===== src/rtl/midi_message_decoder_pkg.sv =====
// Shared MIDI types: decoded note payload and status byte constants.
package midi_message_decoder_pkg;

  localparam int unsigned DATA_WIDTH = 7;

  typedef logic [DATA_WIDTH-1:0] note_t;
  typedef logic [DATA_WIDTH-1:0] velocity_t;

  typedef enum logic {
    STATUS_OFF = 1'b0,
    STATUS_ON  = 1'b1
  } status_t;

  typedef struct packed {
    status_t   status;
    note_t     note_number;
    velocity_t velocity;
  } note_change_t;

  localparam int unsigned NOTE_W = $bits(note_change_t);

  // Status nibbles (upper four bits of a status byte)
  localparam logic [3:0] NOTE_OFF         = 4'h8;
  localparam logic [3:0] NOTE_ON          = 4'h9;
  localparam logic [3:0] POLY_PRESSURE    = 4'hA;
  localparam logic [3:0] CONTROL_CHANGE   = 4'hB;
  localparam logic [3:0] PROGRAM_CHANGE   = 4'hC;
  localparam logic [3:0] CHANNEL_PRESSURE = 4'hD;
  localparam logic [3:0] PITCH_BEND       = 4'hE;

  // Full status bytes
  localparam logic [7:0] SYSEX_START  = 8'hF0;
  localparam logic [7:0] REALTIME_MIN = 8'hF8;

endpackage


===== src/rtl/midi_message_decoder.sv =====
// Byte-level MIDI decoder: extracts note on/off events for one channel
// (or all channels in omni mode), honouring running status.
module midi_message_decoder
  import midi_message_decoder_pkg::*;
#(
  parameter logic [3:0] CHANNEL = 4'h0,
  parameter bit         OMNI    = 1'b0
) (
  input  logic              clock_50_000_000,
  input  logic              reset_l,
  input  logic [7:0]        byte_data,
  input  logic              byte_valid,
  input  logic              byte_error,
  output logic [NOTE_W-1:0] note,
  output logic              note_ready
);

  typedef enum logic [2:0] {
    IDLE, DATA1, DATA2, SKIP1, SKIP2, SYSEX
  } state_t;

  // Running status: which kind of message the following data bytes belong to
  typedef enum logic [2:0] {
    RS_NONE, RS_NOTE_OFF, RS_NOTE_ON, RS_SKIP1, RS_SKIP2
  } run_t;

  state_t       state_q, state_d;
  run_t         run_q, run_d;
  note_t        note_num_q, note_num_d;
  note_change_t note_q, note_d;
  logic         note_ready_q, note_ready_d;

  logic [3:0]            status_hi;
  logic [3:0]            status_lo;
  logic [DATA_WIDTH-1:0] data_byte;
  logic                  chan_match;

  assign status_hi  = byte_data[7:4];
  assign status_lo  = byte_data[3:0];
  assign data_byte  = byte_data[DATA_WIDTH-1:0];
  assign chan_match = OMNI || (status_lo == CHANNEL);

  // Next-state, running status and decoded note for the byte presented this cycle
  always_comb begin
    state_d      = state_q;
    run_d        = run_q;
    note_num_d   = note_num_q;
    note_d       = note_q;
    note_ready_d = 1'b0;

    if (byte_valid) begin
      if (byte_error) begin
        state_d = IDLE;
        run_d   = RS_NONE;
      end else if (byte_data < REALTIME_MIN) begin
        if (byte_data[7]) begin
          case (status_hi)
            NOTE_OFF, NOTE_ON: begin
              if (chan_match) begin
                run_d   = (status_hi == NOTE_ON) ? RS_NOTE_ON : RS_NOTE_OFF;
                state_d = DATA1;
              end else begin
                run_d   = RS_SKIP2;
                state_d = SKIP2;
              end
            end
            POLY_PRESSURE, CONTROL_CHANGE, PITCH_BEND: begin
              run_d   = RS_SKIP2;
              state_d = SKIP2;
            end
            PROGRAM_CHANGE, CHANNEL_PRESSURE: begin
              run_d   = RS_SKIP1;
              state_d = SKIP1;
            end
            default: begin
              run_d   = RS_NONE;
              state_d = (byte_data == SYSEX_START) ? SYSEX : IDLE;
            end
          endcase
        end else begin
          case (state_q)
            DATA1: begin
              note_num_d = data_byte;
              state_d    = DATA2;
            end
            DATA2: begin
              // Note-on with zero velocity is a note-off by MIDI convention
              note_d.status      = (run_q == RS_NOTE_ON && data_byte != '0) ? STATUS_ON : STATUS_OFF;
              note_d.note_number = note_num_q;
              note_d.velocity    = data_byte;
              note_ready_d       = 1'b1;
              state_d            = DATA1;
            end
            SKIP2:   state_d = SKIP1;
            SKIP1:   state_d = (run_q == RS_SKIP1) ? SKIP1 : SKIP2;
            default: state_d = state_q;
          endcase
        end
      end
    end
  end

  // State and output registers
  always_ff @(posedge clock_50_000_000 or negedge reset_l) begin
    if (!reset_l) begin
      state_q      <= IDLE;
      run_q        <= RS_NONE;
      note_num_q   <= '0;
      note_q       <= '{status: STATUS_OFF, note_number: '0, velocity: '0};
      note_ready_q <= 1'b0;
    end else begin
      state_q      <= state_d;
      run_q        <= run_d;
      note_num_q   <= note_num_d;
      note_q       <= note_d;
      note_ready_q <= note_ready_d;
    end
  end

  assign note       = note_q;
  assign note_ready = note_ready_q;

endmodule


===== config.mk =====
export PLATFORM = sky130hd
export DESIGN_NAME = midi_message_decoder
export DESIGN_NICKNAME = d
export VERILOG_FILES = /design/src/rtl/midi_message_decoder_pkg.sv /design/src/rtl/midi_message_decoder.sv
export SDC_FILE = /design/constraint.sdc
export NUM_CORES = 1
export LEC_CHECK = 0
export CAP_MARGIN = 20
export CORE_MARGIN = 2
export CORE_UTILIZATION = 45
export CTS_BUF_LIST = sky130_fd_sc_hd__clkbuf_16
export DETAILED_ROUTE_END_ITERATION = 8
export PLACE_DENSITY_LB_ADDON = 0.3
export SYNTH_ARGS = -nofsm -noshare
export SYNTH_HDL_FRONTEND = slang
export SYNTH_SLANG_ARGS = --single-unit
export TNS_END_PERCENT = 5

===== constraint.sdc =====
create_clock -name clock_50_000_000 -period 2.3 [get_ports clock_50_000_000]
set_clock_uncertainty 0.2 [all_clocks]
set_input_delay 0.575 -clock clock_50_000_000 [delete_from_list [all_inputs] [get_ports clock_50_000_000]]
set_output_delay 0.575 -clock clock_50_000_000 [all_outputs]
set_load 0.01 [all_outputs]

==> results.md, run 1 <==
- The worst-case IR drop observed on VDD is 0.884 mV.
- The path class of the lowest-slack min-delay path is reg -> reg.
- The number of global-route vias before repair was 1014.
- Entering global routing, the biggest net connects 30 pins.
- The number of placed instances, taps included is 173.
- The area inside the core boundary is 2730 µm².
- For this run, design rule violations remaining after detail routing come to 0.
- sky130_fd_sc_hd__dfrtp_1 takes more of the synthesized area than any other cell.
- The number of nets produced by synthesis is 113.
- The worst setup path is launched from an input pin.
- Of the total synthesized cell area, the portion taken by XOR and XNOR cells is 0.
- Of the cells placed in the final design, the portion with a size suffix greater than 1 is 0.338.
- The last weighted congestion value of the routability-driven placer is 0.832.
- The number of levels in the clock H-tree is 2.
- CTS saw 29 sinks.
- The synthesized netlist occupies a cell area of 1290 µm².
- The number of diodes is 0.
- The data arrival time at the worst-slack endpoint is 2280 ps.
- After detailed routing, the average wire length per cell comes to 15.6 µm.
- The routed design could run at a clock period as short as 2260 ps.
- The number of slew-limit violations in the final report is 0.
- The cell count after synthesis is 101.
- The depth of the worst register-to-register path is 4.
- The post-synthesis share of cell area spent on full adders, half adders and majority gates is 0.
- The required time at the worst-slack endpoint is 2310 ps.
- The insertion delay to the later sink of the worst-skew pair is 280 ps.
- The first global-routing pass estimated 4740 µm of wire.
- The worst slew margin relative to its limit is 0.755.
- Detailed placement finished with a half-perimeter wire length of 2010 µm.
- The final number of hold-violating endpoints was 0.
- After clock tree synthesis, the clock-pin slew on the worst setup and hold paths is 50 ps.
- After detailed routing, the number of vias per cell comes to 5.45.
- Buffers inserted during clock tree synthesis total 5.
- The portion of synthesized cell area occupied by the leading cell type is 0.562.
- The areal power density over the cells is 1010 nW/µm².
- For this run, the top clock speed supported by timing is 442 MHz.
- Each instance of the synthesized netlist takes up on average 12.8 µm².
- Of all nets on the critical path, the largest fanout is 3.
- The x dimension of the die is 57.6 µm.
- The effective utilization at floorplan is 0.472.
- The initialized floorplan defines 19 standard-cell rows.
- Across every metal layer, demand over resource in global routing totals 0.200.
- Buffers placed on the I/O ports in this run total 27.
- No sink is reached through more buffers than the 2 on the longest clock path.
- The flow ran to the end, and the final reports show no timing, DRC or antenna violations.
- The area share of and/or/nand/nor cells after synthesis is 0.129.
- The post-synthesis compound-gate area fraction was 0.109.
- The number of nets in the layout is 163.
- The area of the die is 3310 µm².
- The critical setup path kind is in -> reg.
- The cell count of the worst hold path is 2.
- The design draws 0.00187 W.
- The worst setup path is captured at a flop.
- The total grt overflow is 0.
- Leaving out filler cells and counting taps, the final layout contains 182.
- The CTS root buffer is sky130_fd_sc_hd__clkbuf_16.
- The final critical-path share of the clock period is 0.983.
- The synthesized design contains 0 enable-type register cells.
- The static leakage is 0.862 nW.
- Measured against the total synthesized area, the mux share comes to 0.174.
- In the synthesized netlist the async set-or-reset flop fraction comes to 1.00.
- By area, the combinational part of the netlist is dominated by multiplexers.
- The count of state elements after synthesis is 29.
- The first routing iteration left 21 violations.
- TritonCTS built the clock tree.
- The share of the Yosys chip area taken by registers is 0.562.
- Wires add up to 2830 µm.
- The max capacitance violation total is 0.
- After synthesis, the netlist uses 32 different library cells.
- Setup violations remaining at the end of the flow were counted as 0.
- Detailed routing inserted a total of 991 vias.
- The initial antenna violation count is 0.
- The die is 57.6 µm tall.
- At the pin with the least slew margin, the transition time is 367 ps.
- The count of yosys warnings during synthesis is 0.
- The most used flip-flop cell after synthesis is sky130_fd_sc_hd__dfrtp_1.
- The top-level I/O count is 28.
- The layout overhead on the synthesized area is 43.9%.
- The number of nets with antenna violations after routing is 0.
- Yosys attributes the largest share of cell area to sky130_fd_sc_hd__dfrtp_1 56%, sky130_fd_sc_hd__mux2_2 17%, sky130_fd_sc_hd__a22o_1 2.7%, sky130_fd_sc_hd__nand2_1 2.6%, sky130_fd_sc_hd__o21ai_0 2.3%.
- The pre-antenna-repair detailed-routing pass consisted of 5 iterations.
[layout make-up]
| type | instances | area, µm² |
|---|---|---|
| clock inverter | 2 | 11.3 |
| multi-input combinational | 66 | 533 |
| sequential | 29 | 726 |
| tap | 31 | 38.8 |
| clock buffer | 5 | 125 |
| timing repair buffer | 46 | 413 |
| fill | 196 | 876 |
| inverter | 3 | 11.3 |
[metal layers]
layer | vias up | global-route usage | routed length (µm)
met5 | - | 0 | 0
met3 | 8 | 0.0680 | 159
li1 | 466 | - | -
met2 | 34 | 0.305 | 1440
met1 | 483 | 0.241 | 1160
met4 | 0 | 0.130 | 82
[what timing repair did]
item	4_1_cts	5_1_grt
hold buffers	0	0
resized for setup	0	0
endpoints found under the setup margin	0	1
setup buffers	0	2
[per-stage QoR]
| step | setup TNS [ps] | cell area [µm²] | util | worst slack, ps | hold WS, ps |
|---|---|---|---|---|---|
| 5_1_grt | -1.40 | 1860 | 0.680 | -1.40 | 310 |
| 3_5_place_dp | -695 | 1710 | 0.624 | -253 | 277 |
| 4_1_cts | 0 | 1840 | 0.674 | 24.5 | 288 |
| 2_1_floorplan | 0 | 1290 | - | 260 | 79.4 |
| 3_3_place_gp | -411 | 1710 | 0.624 | -205 | 261 |
| 6_report | 0 | 1860 | 0.680 | 38.2 | 285 |
[final timing paths]
check,end,startpoint,slack (ps)
setup / recovery,run_q[1],byte_data[1],40
hold / removal,note[6],note[6],280
setup reg to reg,state_q[1],state_q[1],350
hold reg to reg,note[6],note[6],280
max in group asynchronous,state_q[1],reset_l,1150
min in group asynchronous,note_num_q[4],reset_l,480
[cell usage in the layout, fill, tap and decap left out, types with 2 or more instances in the layout]
| master | Yosys | layout |
|---|---|---|
| sky130_fd_sc_hd__clkbuf_16 | 0 | 5 |
| sky130_fd_sc_hd__o21ai_0 | 6 | 6 |
| sky130_fd_sc_hd__inv_1 | 3 | 3 |
| sky130_fd_sc_hd__mux2_2 | 20 | 20 |
| sky130_fd_sc_hd__nor2_1 | 3 | 3 |
| sky130_fd_sc_hd__a22o_1 | 4 | 4 |
| sky130_fd_sc_hd__dfrtp_1 | 29 | 29 |
| sky130_fd_sc_hd__nand2_1 | 9 | 9 |
| sky130_fd_sc_hd__clkdlybuf4s50_1 | 0 | 27 |
| sky130_fd_sc_hd__a211o_1 | 2 | 2 |
| sky130_fd_sc_hd__buf_4 | 0 | 19 |
[logic make-up after synthesis]
| family | Yosys count |
|---|---|
| compound gates | 19 |
| buf+inv | 6 |
| flops | 29 |
| mux | 20 |
| simple gates | 27 |
[cells in the mapped netlist (2+ instances only)]
master and instances:
sky130_fd_sc_hd__a211o_1 2, sky130_fd_sc_hd__a22o_1 4, sky130_fd_sc_hd__buf_2 2, sky130_fd_sc_hd__dfrtp_1 29
sky130_fd_sc_hd__inv_1 3, sky130_fd_sc_hd__mux2_2 20, sky130_fd_sc_hd__nand2_1 9, sky130_fd_sc_hd__nor2_1 3
sky130_fd_sc_hd__o21ai_0 6
[critical path, stage by stage]
cell                              delay (ps)
sky130_fd_sc_hd__clkdlybuf4s50_1         450
sky130_fd_sc_hd__or4_4                   560
sky130_fd_sc_hd__a21o_1                  210
sky130_fd_sc_hd__buf_4                   140
sky130_fd_sc_hd__nor2_1                  170
sky130_fd_sc_hd__a22o_1                  170
[state kept, by name, summed over array words and instances, names as in the netlist]
| register | flops |
|---|---|
| note_ready | 1 |
| note_num_q | 7 |
| run_q | 3 |
| note | 15 |
| state_q | 3 |
[report_power, final]
part           total [W]  internal, W  switching (W)
logic           0.000512     0.000330       0.000182
registers       0.000757     0.000669      0.0000882
clock network   0.000602     0.000389       0.000213
No activity file was read; power rests on OpenSTA's default activity.
==> run 2: changes to the inputs <==
--- a/config.mk
+++ b/config.mk
@@ -5,9 +5,10 @@
 export SDC_FILE = /design/constraint.sdc
 export NUM_CORES = 1
 export LEC_CHECK = 0
+export ABC_CLOCK_PERIOD_IN_PS = 2290
 export CAP_MARGIN = 20
 export CORE_MARGIN = 2
-export CORE_UTILIZATION = 45
+export CORE_UTILIZATION = 46
 export CTS_BUF_LIST = sky130_fd_sc_hd__clkbuf_16
 export DETAILED_ROUTE_END_ITERATION = 8
 export PLACE_DENSITY_LB_ADDON = 0.3
==> constraint.sdc (replaced) <==
create_clock -name clock_50_000_000 -period 2.29 [get_ports clock_50_000_000]
set_clock_uncertainty 0.2 [all_clocks]
set_input_delay 0.5725 -clock clock_50_000_000 [delete_from_list [all_inputs] [get_ports clock_50_000_000]]
set_output_delay 0.5725 -clock clock_50_000_000 [all_outputs]
set_load 0.01 [all_outputs]
==> run 2 against run 1 <==
  * Sequential share of layout area fell by 0.34 points
  * Sequential power barely moved
  * Global-route usage rose by 0.37 points
  * Design area rose by 0.88%
  * Wire length rose by 0.53%
  * First-iteration DRC count fell by 38%
  * Combinational power barely moved
  * Die area fell by 2.0%
  * Critical path type unchanged
  * Critical endpoint is now state_q[2]
  * Largest power group unchanged
  * Highest routed layer unchanged
==> results.md, run 2 (synthesis gave the netlist of run 1 again) <==
- The number of nets with antenna violations after routing is 0 (unchanged).
- The initial antenna violation count is 0 (unchanged).
- The post-place setup slack is -241 ps (+12.0 ps).
- The number of nets in the layout is 160 (-1.8%).
- The wire length of the first global-routing pass was 4950 µm (+4.5%).
- The CTS tree is yes.
- The average vias per placed instance is 5.41 (-0.73%).
- The insertion delay to the later sink of the worst-skew pair came to 270 ps (about the same).
- The transition time of the tightest slew-check pin is 363 ps (-4.27 ps).
- The critical path in this run is classified as in -> reg.
- The number of diodes came to 0 (unchanged).
- The average routed wire per standard cell is 15.8 µm (+1.6%).
- The number of buffers inserted to repair setup after CTS is 0 (unchanged).
- Setup repair after global routing left no endpoint under its margin.
- The total half-perimeter wirelength after legalization and detailed placement was 1920 µm (-4.2%).
- The number of slew-limit violations in the final report is 0 (unchanged).
- The met2 wire length was 1460 µm (+2.0%).
- The ratio of cells with drive above 1 in the final layout came to 0.329 (-0.00889).
- The depth of the worst register-to-register path is 4 (unchanged).
- The maximum root-to-sink buffer count is 2 (unchanged).
- The number of buffers inserted by port buffering was 27 (unchanged).
- The static leakage is 0.887 nW (+2.8%).
- The clock transition at the registers of the reported paths is 50 ps (about the same).
- The area of the die is 3250 µm² (-2.0%).
- The met3 layer wire length in the routed design is 118 µm (-26%).
- The data arrival time at the worst-slack endpoint is 2200 ps (-80 ps).
- The required time at the worst-slack endpoint was 2240 ps (-70 ps).
- The maximum fanout encountered on the critical timing path is 4 (+1).
- The final cell area excluding filler cells was 1870 µm² (+0.88%).
- The run finished with clean final reports.
- The worst setup slack after layout is 41.2 ps (+3.00 ps).
- The wire length the detailed router placed on met1 was 1200 µm (+4.2%).
- The worst setup path is captured at a flop.
- The post-route DRC violation count is 0 (unchanged).
- The post-route minimum period is 2250 ps.
- The final number of hold-violating endpoints is 0 (unchanged).
- The number of flip-flops under the largest register name is 15 (unchanged).
- The total grt overflow is 0 (unchanged).
- The highest attainable clock frequency is 445 MHz.
- The number of setup violations in the final report is 0 (unchanged).
- Following the worst setup path forward leads to its endpoint at state_q[2].
- The slack of the worst reg-to-reg path came to 340 ps (about the same).
- The worst ir drop on vdd was 0.989 mV (+12%).
- Compared with the post-synthesis result, the final layout area differs by 45.2%.
- The total CTS buffers came to 5 (unchanged).
- The highest metal layer with signal wires is met4.
- In the layout the commonest cells are 29 x sky130_fd_sc_hd__dfrtp_1, 25 x sky130_fd_sc_hd__clkdlybuf4s50_1, 20 x sky130_fd_sc_hd__mux2_2.
- The number of rows in the core area came to 19 (unchanged).
- The clock power share was 0.360 (+0.038).
- The final wirelength is 2850 µm (+0.53%).
- The floorplan die height was 57.0 µm (-1.0%).
- The worst slew margin relative to its limit is 0.758 (+0.00285).
- The count of routing violations after the opening detailed-route iteration is 13 (-38%).
- The total track usage is 0.204 (+0.00366).
- The last weighted congestion value of the routability-driven placer is 0.798 (-4.2%).
- The source of the worst register-to-register timing path is state_q[1].
- The number of global-route vias before repair is 1064 (+4.9%).
- The library cell used most frequently in the layout, excluding fill and tap cells, is sky130_fd_sc_hd__dfrtp_1.
- The top-level I/O count is 28 (unchanged).
- The number of iterations in the first detailed-routing pass is 5 (unchanged).
- The worst flop-to-flop path endpoint is state_q[1].
- The startpoint type of the worst setup path is an input pin.
- The largest net degree at the start of global routing came to 30 (unchanged).
- The sequential cell fraction of total power is 0.383 (-0.022).
- The path class of the lowest-slack min-delay path is reg -> reg.
- The switching power as a share of total power was 0.241 (-0.0176).
- The effective utilization at floorplan is 0.476 (+0.00414).
- In this run the clock root is driven by a sky130_fd_sc_hd__clkbuf_16.
- The number of levels in the clock H-tree came to 2 (unchanged).
- Dividing the final minimum period by the clock period gives 0.982.
- The net switching power is 0.000476 W (-1.4%).
- The max capacitance violation total is 0 (unchanged).
- The worst setup path startpoint is byte_data[3].
- The number of filler instances in the final layout is 199 (+1.5%).
- The areal power density over the cells came to 1060 nW/µm² (+4.9%).
- The detailed-route via count is 973 (-1.8%).
- The part of the power in combinational logic is 0.257 (-0.016).
- The instance area after placement is 1700 µm² (-0.44%).
- The x dimension of the die came to 57.0 µm (-1.0%).
- The area inside the core boundary is 2710 µm² (-0.87%).
- The internal power is 0.00150 W (+8.4%).
- The clock sink count is 29 (unchanged).
run 2: layer usage:
layer / track usage / vias up
met2: 0.353 / 32
met4: 0.0731 / 0
met3: 0.0454 / 8
met1: 0.251 / 473
met5: 0 / -
li1: - / 460
run 2: what timing repair did:
action / 4_1_cts / 5_1_grt
pin swaps: 2 / 2
gates cloned: 0 / 0
setup endpoints to repair: 1 / 1
resized for setup: 0 / 3
hold buffers: 0 / 0
run 2: worst min path at each step:
stage                   from             to  slack, ps  depth (start not counted)
2_1_floorplan        reset_l        note[0]         80                          0
3_3_place_gp         note[6]        note[6]        260                          2
3_5_place_dp         note[6]        note[6]        280                          2
4_1_cts              note[6]        note[6]        290                          2
5_1_grt        note_num_q[6]  note_num_q[6]        300                          2
6_report             note[6]        note[6]        280                          2
run 2: metrics by stage:
step | setup TNS, ps | utilization | hold slack [ps] | instances | power, W
global route | 0 | 0.692 | 303 | 180 | 0.00207
finish | 0 | 0.692 | 280 | 180 | 0.00198
global placement | -516 | 0.627 | 263 | 172 | 0.00126
floorplan | 0 | - | 76.9 | 101 | 0.000986
detailed placement | -707 | 0.627 | 278 | 172 | 0.00127
CTS | 0 | 0.687 | 289 | 180 | 0.00200
run 2: cell type report:
| type | count | area [µm²] | share of cell area |
|---|---|---|---|
| Sequential cell | 29 | 726 | 0.387 |
| Inverter | 3 | 11.3 | 0.00601 |
| Clock buffer | 5 | 125 | 0.0668 |
| Multi-Input combinational cell | 66 | 541 | 0.288 |
| Timing Repair Buffer | 43 | 395 | 0.211 |
| Tap cell | 31 | 38.8 | 0.0207 |
| Clock inverter | 3 | 37.5 | 0.0200 |
run 2: power by group through the flow:
stage | Combinational [W] | Sequential, W | Clock (W)
after detailed placement | 0.000508 | 0.000765 | 0
after global routing | 0.000552 | 0.000784 | 0.000733
after CTS | 0.000515 | 0.000763 | 0.000720
after global placement | 0.000502 | 0.000758 | 0
after floorplan | 0.000190 | 0.000796 | 0
final | 0.000509 | 0.000759 | 0.000712
run 2: worst max-delay path: stages:
cell                              delay [ps]
sky130_fd_sc_hd__clkdlybuf4s50_1         430
sky130_fd_sc_hd__or4_4                   500
sky130_fd_sc_hd__a21o_4                  250
sky130_fd_sc_hd__a22o_1                  230
sky130_fd_sc_hd__a22o_1                  210
==> RTL change 1 (config.mk and constraints of run 2) <==
Change the parameter `OMNI` from 1'b0 to 1'b1.
--- a/src/rtl/midi_message_decoder.sv
+++ b/src/rtl/midi_message_decoder.sv
@@ -4,7 +4,7 @@
   import midi_message_decoder_pkg::*;
 #(
   parameter logic [3:0] CHANNEL = 4'h0,
-  parameter bit         OMNI    = 1'b0
+  parameter bit         OMNI    = 1'b1
 ) (
   input  logic              clock_50_000_000,
   input  logic              reset_l,
Behaviour: not the same (Yosys sat finds a counterexample within 4 cycles, from zero or initial values and one cycle with reset_l low).
==> RTL change 1 against run 2 <==
Design area fell by 2.1%. Sequential cell count unchanged. Synthesized area up 2.8%. Power decreased by 11%. Core utilization shrank 2.6 points. Routed wire length is 12% lower. Final cell count is 4.4% lower. Setup slack improved by 0.13 ns. Critical endpoint is now note[0]. Largest cell class unchanged. Largest power group unchanged.
==> RTL change 1: results <==
[worst_setup_path]
cp_slowest_cell = clkdlybuf4s50_1
critPathMaxFanout = 17
cpPeakStageDelay_ns = 0.48
worstPathArrival_ns = 2.07
cp_top_family = simple AND/OR/NAND/NOR gates
rr_worst_depth = 4

[global_routing]
grt_pass1_vias = 980
grt_pass1_wl_um = 4450
grt_max_degree = 30
grtUsageTotal_pct = 18.1
antenna_found_initial = 0

[detailed_routing]
totalWireLength_um = 2500
first_pass_iters = 4
dr_total_vias = 946
drt_iter0_drc = 32

[clock_tree]
cts_setup_buffers = 0
clk_path_buf_depth = 2
clk_pin_slew_ns = 0.05
cts_made_buffers = 5
cts-root-buf = clkbuf_16
h-tree-depth = 2
clk_latency_ns = 0.27
cts_resized = 0

[finish]
fill_cells = 215
finalNetCount = 152
fin_cells = 172
antennaDiodeCount = 0
layout-drive-gt1-share_pct = 24.1
largest_reg_flops = 15

[placed_design]
dpl.hpwl_um = 1820
dp.cells = 164
portBuffers = 27
dp_slack_ns = -0.153
gp_congestion = 0.827

[synth]
ys_warn_count = 0
yosys-top-cells-area = dfrtp_1 55%, mux2_2 12%, mux2_1 8.5%
syn_inst = 100
yosys-top-cells-count = 29 x dfrtp_1, 14 x mux2_2, 10 x mux2_1
syn_nets = 112
ys_seq_area_share_pct = 54.7
async_flop_share_pct = 100
ys_types = 31

[pwr]
vdd_drop_max_uv = 798
leakage_nw = 0.880

[worst_hold_path]
worst_hold_path_type = flop to flop
holdPathStages = 1

[run_status]
status = completed

[timing]
max-slew-margin-rel_pct = 76.7
==> RTL change 1: path summary, 6_finish.rpt <==
| path | start | endpoint | slack (ns) |
|---|---|---|---|
| setup / recovery | byte_data[7] | note[0] | 0.17 |
| hold / removal | note[14] | note[14] | 0.28 |
| setup reg to reg | state_q[1] | state_q[0] | 0.41 |
| hold reg to reg | note[14] | note[14] | 0.28 |
| max in group asynchronous | reset_l | state_q[1] | 1.16 |
| min in group asynchronous | reset_l | note_num_q[0] | 0.47 |
==> RTL change 1: area by class of cell <==
cell class,instances,area share (%)
sequential,29,39.5
multi-input combinational,66,31.8
timing repair buffer,37,18.8
clock buffer,5,6.82
tap,31,2.11
clock inverter,3,0.682
inverter,1,0.204
==> RTL change 1: logic make-up (layout without fill, tap and decap cells) <==
kind of cell / count (synthesis) / after routing / synth area share [%]
flops: 29 / 29 / 54.7
simple gates: 26 / 26 / 14.3
mux: 25 / 25 / 21.5
compound gates: 15 / 15 / 7.73
buf+inv: 5 / 46 / 1.79
==> RTL change 1: routing by layer <==
| layer | share of wire [%] | up-vias | track usage [%] |
|---|---|---|---|
| met3 | 6.9 | 7 | 9.15 |
| li1 | - | 451 | - |
| met2 | 46 | 32 | 26.1 |
| met5 | 0 | - | 0 |
| met1 | 45 | 456 | 23.3 |
| met4 | 2.5 | 0 | 6.98 |
==> RTL change 1: metrics by stage <==
step | utilization [%] | setup TNS, ns | total power [mW] | instance area, µm²
finish | 66.6 | 0 | 1.76 | 1840
detailed placement | 61.3 | -2.21 | 1.17 | 1690
floorplan | - | 0 | 0.925 | 1330
CTS | 66.3 | 0 | 1.78 | 1830
global placement | 61.3 | -1.15 | 1.16 | 1690
global route | 66.6 | 0 | 1.86 | 1840
==> RTL change 1: worst reg2reg max path, delay by kind of cell, from the launching register on <==
kind | cells | cell delay, ns
AOI/OAI and AO/OA | 2 | 0.42
DFF | 1 | 0.46
muxes | 1 | 0.30
and+or+nand+nor | 1 | 0.39
==> RTL change 1: report_power, final <==
part / total, mW / internal, mW / switching (mW) / leakage [nW]
combinational: 0.426 / 0.275 / 0.151 / 0.430
sequential: 0.736 / 0.655 / 0.0806 / 0.381
clock: 0.602 / 0.391 / 0.211 / 0.0687
total: 1.76 / 1.32 / 0.443 / 0.880
==> RTL change 2 (settings of run 2) <==
Made on the original files. Encoding of `run_t`: now one-hot (5 bits for 5 values).
--- a/src/rtl/midi_message_decoder.sv
+++ b/src/rtl/midi_message_decoder.sv
@@ -20,8 +20,8 @@
   } state_t;
 
   // Running status: which kind of message the following data bytes belong to
-  typedef enum logic [2:0] {
-    RS_NONE, RS_NOTE_OFF, RS_NOTE_ON, RS_SKIP1, RS_SKIP2
+  typedef enum logic [4:0] {
+    RS_NONE = 5'b00001, RS_NOTE_OFF = 5'b00010, RS_NOTE_ON = 5'b00100, RS_SKIP1 = 5'b01000, RS_SKIP2 = 5'b10000
   } run_t;
 
   state_t       state_q, state_d;
Formal check against the unedited RTL: same outputs for any inputs over 10 cycles, from zero or initial values and one cycle with reset_l low; not proved beyond that.
==> RTL change 2 against run 2 <==
Synthesized area is 11% higher. Via count is 17% higher. Largest cell class unchanged. Combinational power is 3.9% lower. Design area is 7.5% higher. Sequential cell count is 2 higher. Power is 0.84% higher. Critical endpoint unchanged. Setup slack better by 0.063 ns. Non-clock buffer count stayed put. Routed wire length is 7.8% higher. Count of clock-buffer cells in the layout stayed put.
==> RTL change 2: results <==
[run_status]
status = completed

[worst_hold_path]
whs_endpoint = note[3]
holdCritStartpoint = note[3]

[pwr]
seq_power_share_pct = 38.9
leakage_nw = 0.960
powerClk_mw = 0.730
power.switching_mw = 0.486

[finish]
multiInputGateArea_um2 = 606
area_share_nonclk_buffers_pct = 19.5
fill_cells = 232
finalNetCount = 178
n_all_inverters = 9

[global_routing]
grtUsageTotal_pct = 20.6
use_met2_pct = 32.9
gr-usage-met1_pct = 23.3
grtUsageMet3_pct = 7.36
grt_max_degree = 32

[placed_design]
dpl_cell_area_um2 = 1830
dp.cells = 192
dp_slack_ns = -0.320
gp_congestion = 0.838

[detailed_routing]
drt_iter0_drc = 39
wl_met2_um = 1560
first_pass_iters = 4
totalWireLength_um = 3070
dr_total_vias = 1134

[timing]
hold_slack_ns = 0.277

[worst_setup_path]
critPathMaxFanout = 5
rr_worst_depth = 3
worstPathArrival_ns = 2.14

[synth]
synth.mux.area_fraction_pct = 14.7
ys_types = 37
postSynthAreaPerCell_um2 = 11.9
ys_seq_area_share_pct = 54.3
synth_compound_area_share_pct = 15.1
yosys-top-cells-area = dfrtp_1 52%, mux2_4 12%, o21ai_0 4.2%
## RTL change 2: cell types whose count changed after synthesis, sizes merged, moves of 2 or more
cell / run 2 / this run
a22oi: 0 / 2
o31ai: 0 / 3
o41ai: 0 / 2
inv: 3 / 9
o21ai: 6 / 12
mux2: 20 / 15
clkbuf: 0 / 2
o211ai: 2 / 0
a22o: 4 / 1
## RTL change 2: logic make-up after synthesis
logic type	Yosys count
AOI/OAI and AO/OA	31
DFF	31
and+or+nand+nor	30
muxes	15
buffers and inverters	13
## RTL change 2: worst max-delay path by stage
stage            startpoint          to  slack, ns
2_1_floorplan  byte_data[7]     note[0]       0.16
3_3_place_gp   byte_data[7]     note[9]      -0.26
3_5_place_dp   byte_data[7]     note[9]      -0.32
4_1_cts        byte_data[7]    note[12]      0.004
5_1_grt        byte_data[0]  state_q[0]       0.01
6_report       byte_data[1]  state_q[2]       0.10
## RTL change 2: timing repair
item,4_1_cts,5_1_grt
endpoints found under the setup margin,11,12
gates resized for setup,1,3
pin swaps,1,0
